`src/rtl/rx_sys.sv`:
```
// 8N1 serial receiver: two-flop input synchronizer, mid-bit sampling FSM and a
// single-byte holding register with ready/ack handshake and sticky error flags.
module rx_sys #(
  parameter int CLKS_PER_BIT = 1316
) (
  input  logic       clock,
  input  logic       reset,
  input  logic       rxPin,
  input  logic       ack,
  output logic [7:0] data,
  output logic       ready,
  output logic       frame_err,
  output logic       overrun,
  output logic       busy
);

  localparam int CNT_W = $clog2(CLKS_PER_BIT);
  localparam logic [CNT_W-1:0] HALF_LD = CNT_W'(CLKS_PER_BIT / 2 - 1);
  localparam logic [CNT_W-1:0] BIT_LD  = CNT_W'(CLKS_PER_BIT - 1);
  localparam logic [CNT_W-1:0] CNT_ONE = CNT_W'(1);

  typedef enum logic [2:0] {
    S_IDLE,
    S_START,
    S_DATA,
    S_STOP,
    S_WAITHI
  } state_t;

  logic             rx_p0;
  logic             rx_p1;
  logic             rx_s;
  state_t           state;
  state_t           state_nxt;
  logic [CNT_W-1:0] cnt;
  logic [CNT_W-1:0] cnt_nxt;
  logic [2:0]       bit_idx;
  logic [2:0]       idx_nxt;
  logic [7:0]       shreg;
  logic [7:0]       shreg_nxt;
  logic             byte_vld;
  logic             stop_bad;

  // Stage p0/p1: synchronizer, idles high so a reset release never looks like a start bit
  always_ff @(posedge clock or negedge reset) begin
    if (!reset) begin
      rx_p0 <= 1'b1;
      rx_p1 <= 1'b1;
    end else begin
      rx_p0 <= rxPin;
      rx_p1 <= rx_p0;
    end
  end

  assign rx_s = rx_p1;

  always_ff @(posedge clock or negedge reset) begin
    if (!reset) begin
      state   <= S_IDLE;
      cnt     <= '0;
      bit_idx <= '0;
      shreg   <= '0;
    end else begin
      state   <= state_nxt;
      cnt     <= cnt_nxt;
      bit_idx <= idx_nxt;
      shreg   <= shreg_nxt;
    end
  end

  always_comb begin
    state_nxt = state;
    cnt_nxt   = cnt;
    idx_nxt   = bit_idx;
    shreg_nxt = shreg;
    byte_vld  = 1'b0;
    stop_bad  = 1'b0;
    case (state)
      S_IDLE: begin
        if (!rx_s) begin
          state_nxt = S_START;
          cnt_nxt   = HALF_LD;
        end
      end
      S_START: begin
        if (cnt == '0) begin
          if (rx_s) begin
            state_nxt = S_IDLE;
          end else begin
            state_nxt = S_DATA;
            idx_nxt   = 3'd0;
            cnt_nxt   = BIT_LD;
          end
        end else begin
          cnt_nxt = cnt - CNT_ONE;
        end
      end
      S_DATA: begin
        if (cnt == '0) begin
          shreg_nxt[bit_idx] = rx_s;
          cnt_nxt            = BIT_LD;
          if (bit_idx == 3'd7) begin
            state_nxt = S_STOP;
            idx_nxt   = 3'd0;
          end else begin
            idx_nxt = bit_idx + 3'd1;
          end
        end else begin
          cnt_nxt = cnt - CNT_ONE;
        end
      end
      S_STOP: begin
        if (cnt == '0) begin
          if (rx_s) begin
            byte_vld  = 1'b1;
            state_nxt = S_IDLE;
          end else begin
            stop_bad  = 1'b1;
            state_nxt = S_WAITHI;
          end
        end else begin
          cnt_nxt = cnt - CNT_ONE;
        end
      end
      S_WAITHI: begin
        if (rx_s) begin
          state_nxt = S_IDLE;
        end
      end
      default: state_nxt = S_IDLE;
    endcase
  end

  // Holding register: a byte arriving with the ack that frees the slot replaces it cleanly
  always_ff @(posedge clock or negedge reset) begin
    if (!reset) begin
      data      <= 8'h00;
      ready     <= 1'b0;
      frame_err <= 1'b0;
      overrun   <= 1'b0;
    end else begin
      if (byte_vld && (!ready || ack)) begin
        data  <= shreg;
        ready <= 1'b1;
      end else if (!byte_vld && ack) begin
        ready <= 1'b0;
      end
      if (byte_vld && ready && !ack) begin
        overrun <= 1'b1;
      end else if (ack) begin
        overrun <= 1'b0;
      end
      if (stop_bad) begin
        frame_err <= 1'b1;
      end else if (ack) begin
        frame_err <= 1'b0;
      end
    end
  end

  assign busy = (state != S_IDLE);

endmodule

```
`config.mk`:
```
export PLATFORM = sky130hd
export DESIGN_NAME = rx_sys
export DESIGN_NICKNAME = d
export VERILOG_FILES = /design/src/rtl/rx_sys.sv
export SDC_FILE = /design/constraint.sdc
export NUM_CORES = 1
export LEC_CHECK = 0
export CAP_MARGIN = 40
export CORE_ASPECT_RATIO = 1.5
export CORE_UTILIZATION = 45
export DETAILED_ROUTE_END_ITERATION = 7
export RECOVER_POWER = 25
export SYNTH_ARGS = -nofsm -noshare
export SYNTH_HDL_FRONTEND = slang
export SYNTH_SLANG_ARGS = --single-unit
```
`constraint.sdc`:
```
create_clock -name clock -period 5.1 [get_ports clock]
set_input_delay 1.02 -clock clock [delete_from_list [all_inputs] [get_ports clock]]
set_output_delay 1.02 -clock clock [all_outputs]
set_load 0.03 [all_outputs]
```
==> out/metrics.yaml, run 1 <==
avgRoutedWirePerCell_um: 17.3
holdBufCountCts: 0
crit_path_max_fanout: 14
die_area_sq_um: 4810
reg2reg_depth: 4
setup_viol: 0
clock-root-buffer: "clkbuf_8"
reg2reg_to: "cnt[1]$_DFFE_PN0P_"
cts-buffers-inserted: 5
grtUsageMet3: 0.0339
nNetsFinal: 209
outcome: "finished with violations"
post_synth_fa_ha_maj_area_fraction: 0.0246
critPathArrivalTime_ns: 1.82
port_buffers: 15
tritoncts: "built"
cp.depth: 2
mapped_nets: 197
netlist_instances: 189
endpoint_kind: "output pin"
floorplan.io_pins: 16
ctsLongestPathBuffers: 2
postCtsSetupBuffers: 0
achievable-frequency_mhz: 352
flow.area_growth_from_synthesis_pct: 11.3
startpoint: "state[0]$_DFFE_PN0P_"
insertion_delay_ns: 0.29
crit_slowest_cell: "clkdlybuf4s50_1"
worstPathCellList: "or3_1, clkdlybuf4s50_1"
drt_pre_antenna_iters: 6
initial_utilization: 0.476
groute.usage.overall: 0.196
drive_above_1_share: 0.173
timing.hold.ws_ns: 0.368
final_cell_count_no_fill: 248
post-dp-hpwl_mm: 3.07
dominant_combinational_cell_family_by_area_after_synthesis: "simple AND/OR/NAND/NOR gates"
globalRouteMet1Util: 0.229
grt_max_degree: 39
path_delay_family: "buffers and inverters"
synthesis.yosys.warnings: 0
synth.lib_cells_used.distinct: 47
die_x_um: 56.9
timing.final.hold_violations: 0
met2_usage: 0.348
totalNegativeSetupSlack_ns: 0
cts.sink_count: 38
utilization: 0.530
place_congestion: 0.840
async_reset_ff_frac: 1.00
report.power.total_uw: 530
ys.flop_type: "dfrtp_1"
grt_pass1_vias: 1577
unrepaired_setup_endpoints_after_global_routing: "no"
worst-r2r-setup-slack_ns: 2.69
slew_viol_final: 39
powerDensity_nw_per_um2: 234
synth-seq-area-share: 0.468
finalInstanceArea_sq_um: 2270
fin_skew_ns: 0.00711
final_antenna_net_count: 0
layout_min_cycle_time_ns: 2.84
drt_wl_total_mm: 4.29
crit-reg2reg-launch: "cnt[3]$_DFFE_PN0P_"
n_antenna_cell: 0
crit_required_ns: 4.08
syn_avg_cell_area_sq_um: 10.8
violations: "design-rule violations, max-capacitance violations, max-slew violations"
crit_path_class: "register to output pin"
synth_area_in_compound_gates: 0.163
synthesis.area_sq_um: 2040
pre_cts_slack_ns: 2.57
power.static_leakage_nw: 0.953
via_count: 1544
parity_gate_share_of_the_synthesized_area_counting_xor_and_xnor_cells: 0.00430
slowest_delay_ns: 0.60
floorplan.die.height_um: 84.4
placedCellCount: 240
commonest_non_fill_non_tap_cell_in_the_layout: "dfrtp_1"
drt_iter0_drc: 77
postLayoutSetupSlackWorst_ns: 2.26
post-route-period-util: 0.558
highest_count_cells_in_the_layout_ignoring_fill_and_taps: "36 x dfrtp_1, 17 x mux2_2, 14 x clkdlybuf4s50_1"
vdd.ir_drop.worst_mv: 0.201
cts.htree.levels: 2
rows: 29
avgViaCountPerCell: 6.23
synthSimpleGateAreaFrac: 0.184
crit_end: "busy"
cts.clk_slew.worst_paths_ns: 0.07
placed_area_sq_um: 2190
antenna_found_initial: 0
globalRouteOverflowTotal: 0
cap_violations: 1
ys_ff_latch: 38
global_route_wire_length_before_repair_mm: 7.34
synthMuxAreaShare: 0.0940
worst_slew_pin_slew_ns: 2.00
setup_crit_start_kind: "register"
synth-edff-count: 0
crit_buf_inv: 1
timing.max_slew.rel_slack: -0.332
post-route-drc-count: 2
post_cts_repair_resize_count: 0
globalRoute.busiestLayer: "met2"
hp-class: "register to register"
core_sq_um: 4280
cells in the mapped netlist (4+ instances only):
cell type | instances | share of area
a211oi_1 | 9 | 0.033
nand2_1 | 7 | 0.013
dfrtp_1 | 36 | 0.44
nor3_1 | 10 | 0.025
nand4_1 | 4 | 0.012
nand3_1 | 10 | 0.025
o32ai_1 | 4 | 0.017
nor2_1 | 6 | 0.011
a41oi_1 | 5 | 0.021
inv_1 | 13 | 0.024
or3_1 | 4 | 0.012
ha_1 | 4 | 0.025
mux2_2 | 17 | 0.094
per-layer routing:
layer  vias up  wire (um)
li1        737          -
met5         -          0
met4         0         70
met1       765       1780
met2        33       2310
met3         9        132
where the power goes:
group          internal [mW]  switching [mW]
registers              0.303         0.00256
logic                0.00232         0.00649
clock network          0.109           0.108
total                  0.414           0.117
sequential cells by signal, summed over array words and instances (netlist names):
register and count:
shreg 8, data 8, state 3, cnt 11, frame_err 1, bit_idx 3, overrun 1, ready 1
rx_p1 1, rx_p0 1
cells by family after synthesis:
family,after synthesis
flops,38
xor+xnor,1
compound gates,44
simple gates,60
fa+ha+maj,4
mux,17
buf+inv,25
worst min-delay path by stage:
stage	from	endpoint	slack (ns)	cells after the start
CTS	rx_p0$_DFF_PN1_	rx_p1$_DFF_PN1_	0.37	0
detailed placement	rx_p0$_DFF_PN1_	rx_p1$_DFF_PN1_	0.35	0
floorplan	rx_p0$_DFF_PN1_	rx_p1$_DFF_PN1_	0.35	0
finish	rx_p0$_DFF_PN1_	rx_p1$_DFF_PN1_	0.37	0
global placement	rx_p0$_DFF_PN1_	rx_p1$_DFF_PN1_	0.35	0
global route	rx_p0$_DFF_PN1_	rx_p1$_DFF_PN1_	0.37	0
layout make-up:
class	instances	area, sq um
fill	399	2010
multi-input combinational	126	956
sequential	38	953
timing repair buffer	17	156
clock buffer	6	82.6
tap	46	57.6
inverter	13	48.8
clock inverter	2	12.5
No activity file was read; power rests on OpenSTA's default activity.
==> run 2, diff against run 1 <==
PLACE_DENSITY = 0.67   (was default)
clock period = 2.41 ns   (was 5.1 ns; I/O delays follow)
==> run 2 against run 1 <==
  * The run ends with max-capacitance violations, max-slew violations left
  * Sequential share of layout area down 1.2 points
  * Sequential power up 110%
  * Total power up 150%
  * Count of clock-buffer cells in the layout down 1
  * Register-to-register slack worse by 2.5 ns
  * Clock power rose to 3.0 times the previous value
  * Clock skew down 0.00088 ns
  * Wire length down 1.0%
  * Non-clock buffer count up 3
  * Worst setup slack worse by 2.2 ns
  * Via count up 0.58%
  * Critical endpoint unchanged
  * Largest power group is now clock
==> out/metrics.yaml, run 2 (synthesis results as in run 1) <==
global_route_wire_length_before_repair_mm: 7.39  # was 7.34 mm
avgViaCountPerCell: 6.19  # was 6.23
outcome: "finished with violations"  # unchanged
path_delay_family: "buffers and inverters"  # unchanged
critPathArrivalTime_ns: 1.85  # was 1.82 ns
cts.clk_slew.worst_paths_ns: 0.07  # about the same
fin_skew_ns: 0.00623  # was 0.00711 ns
initial_utilization: 0.476  # unchanged
reg2reg_to: "shreg[4]$_DFFE_PN0P_"  # was cnt[1]$_DFFE_PN0P_
achievable-frequency_mhz: 429
holdPathEnd: "rx_p1$_DFF_PN1_"  # unchanged
commonest_non_fill_non_tap_cell_in_the_layout: "dfrtp_1"  # unchanged
min_path_cells: 0  # unchanged
crit-reg2reg-launch: "cnt[0]$_DFFE_PN0P_"  # was cnt[3]$_DFFE_PN0P_
crit_buf_inv: 1  # unchanged
avgRoutedWirePerCell_um: 16.9  # was 17.3 um
postCtsSetupBuffers: 0  # unchanged
antenna_found_initial: 0  # unchanged
power.static_leakage_nw: 0.991  # was 0.953 nW
slew_viol_final: 39  # unchanged
core_sq_um: 4280  # unchanged
post-dp-hpwl_mm: 3.08  # was 3.07 mm
met2_usage: 0.359  # was 0.348
ctsLongestPathBuffers: 2  # unchanged
timing.max_slew.rel_slack: -0.326  # was -0.332
tritoncts: "built"  # unchanged
slowest_delay_ns: 0.60  # about the same
globalRouteMet1Util: 0.219  # was 0.229
post-route-period-util: 0.967
clock-root-buffer: "clkbuf_8"  # unchanged
worst-r2r-setup-slack_ns: 0.22  # was 2.69 ns
setup_crit_start_kind: "register"  # unchanged
die_area_sq_um: 4810  # unchanged
unrepaired_setup_endpoints_after_global_routing: "no"  # unchanged
utilization: 0.545  # was 0.530
die_x_um: 56.9  # unchanged
crit_slowest_cell: "clkdlybuf4s50_1"  # unchanged
drt_iter0_drc: 75  # was 77
powerDensity_nw_per_um2: 562  # was 234 nW/um^2
insertion_delay_ns: 0.30  # was 0.29 ns
layout_min_cycle_time_ns: 2.33
timing.final.hold_violations: 0  # unchanged
largest_register_ffs: 11  # unchanged
drive_above_1_share: 0.185  # was 0.173
endpoint_kind: "output pin"  # unchanged
cts.htree.levels: 2  # unchanged
highest_count_cells_in_the_layout_ignoring_fill_and_taps: "36 x dfrtp_1, 17 x mux2_2, 13 x inv_1, 13 x clkdlybuf4s50_1"  # was 36 x dfrtp_1, 17 x mux2_2, 14 x clkdlybuf4s50_1
floorplan.die.height_um: 84.4  # unchanged
drt_wl_total_mm: 4.24  # was 4.29 mm
totalNegativeSetupSlack_ns: 0  # unchanged
largest_register: "cnt"  # unchanged
vdd.ir_drop.worst_mv: 0.370  # was 0.201 mV
cts.sink_count: 38  # unchanged
violations: "max-capacitance violations, max-slew violations"  # was design-rule violations, max-capacitance violations, max-slew violations
reg2reg_depth: 6  # was 4
grt_pass1_vias: 1586  # was 1577
cts-buffers-inserted: 5  # unchanged
cap_violations: 1  # unchanged
setup_viol: 0  # unchanged
final_antenna_net_count: 0  # unchanged
globalRoute.busiestLayer: "met2"  # unchanged
timing.hold.worst.start: "rx_p0$_DFF_PN1_"  # unchanged
rows: 29  # unchanged
n_antenna_cell: 0  # unchanged
groute.usage.overall: 0.196  # about the same
via_count: 1553  # was 1544
worst_slew_pin_slew_ns: 1.99  # was 2.00 ns
holdBufCountCts: 0  # unchanged
post_cts_repair_resize_count: 0  # unchanged
crit_required_ns: 1.93  # was 4.08 ns
post-route-drc-count: 0  # was 2
crit_path_max_fanout: 14  # unchanged
flow.area_growth_from_synthesis_pct: 14.6  # was 11.3%
nNetsFinal: 212  # was 209
port_buffers: 15  # unchanged
drt_pre_antenna_iters: 4  # was 6
grtUsageMet3: 0.0339  # unchanged
worstPathCellList: "or3_1, clkdlybuf4s50_1"  # unchanged
biggestRegsByFlops: "cnt x11, data x8, shreg x8"  # unchanged
floorplan.io_pins: 16  # unchanged
grt_max_degree: 39  # unchanged
place_congestion: 0.825  # was 0.840
hp-class: "register to register"  # unchanged
globalRouteOverflowTotal: 0  # unchanged
crit_path_class: "register to output pin"  # unchanged
## run 2: routing by layer
metal | part of all wire | routed length (um)
met1 | 0.40 | 1710
met2 | 0.56 | 2360
met3 | 0.023 | 97
met4 | 0.017 | 72
met5 | 0 | 0
## run 2: stage by stage
| step | hold slack (ns) | power [mW] | area (sq um) | instances | setup WS, ns |
|---|---|---|---|---|---|
| final | 0.358 | 1.31 | 2330 | 251 | 0.0795 |
| after global routing | 0.360 | 1.35 | 2330 | 251 | 0.0202 |
| after CTS | 0.317 | 1.33 | 2340 | 251 | 0.0789 |
| after detailed placement | 0.348 | 0.678 | 2200 | 243 | 0.227 |
| after global placement | 0.346 | 0.678 | 2200 | 243 | 0.277 |
| after floorplan | 0.186 | 0.660 | 2040 | 189 | 0.514 |
## run 2: cell type report
class                   instances  area, sq um
well taps                      46         57.6
clock inverters                 3         68.8
fillers                       380         1950
inverters                      13         48.8
repair buffers                 20          181
clock buffers                   5         68.8
multi-input cells             126          956
flip-flops and latches         38          953
## run 2: worst register-to-register path: stages (launching register included)
cell     delay, ns
dfrtp_1       0.40
inv_1         0.15
ha_1          0.18
nor2b_1       0.36
nand3_2       0.26
nor4_1        0.36
mux2_2        0.38
## run 2: how the worst max path moves through the flow
stage | start | end | cells after the start
after floorplan | cnt[0]$_DFFE_PN0P_ | cnt[1]$_DFFE_PN0P_ | 7
after detailed placement | cnt[0]$_DFFE_PN0P_ | shreg[4]$_DFFE_PN0P_ | 6
after CTS | state[1]$_DFFE_PN0P_ | busy | 2
after global placement | cnt[0]$_DFFE_PN0P_ | shreg[4]$_DFFE_PN0P_ | 6
final | state[0]$_DFFE_PN0P_ | busy | 2
after global routing | cnt[1]$_DFFE_PN0P_ | shreg[4]$_DFFE_PN0P_ | 6
## run 2: where the power goes
group	switching [mW]	total, mW	internal [mW]
logic	0.0176	0.0227	0.00511
clock network	0.234	0.649	0.415
registers	0.00126	0.641	0.640
total	0.253	1.31	1.06
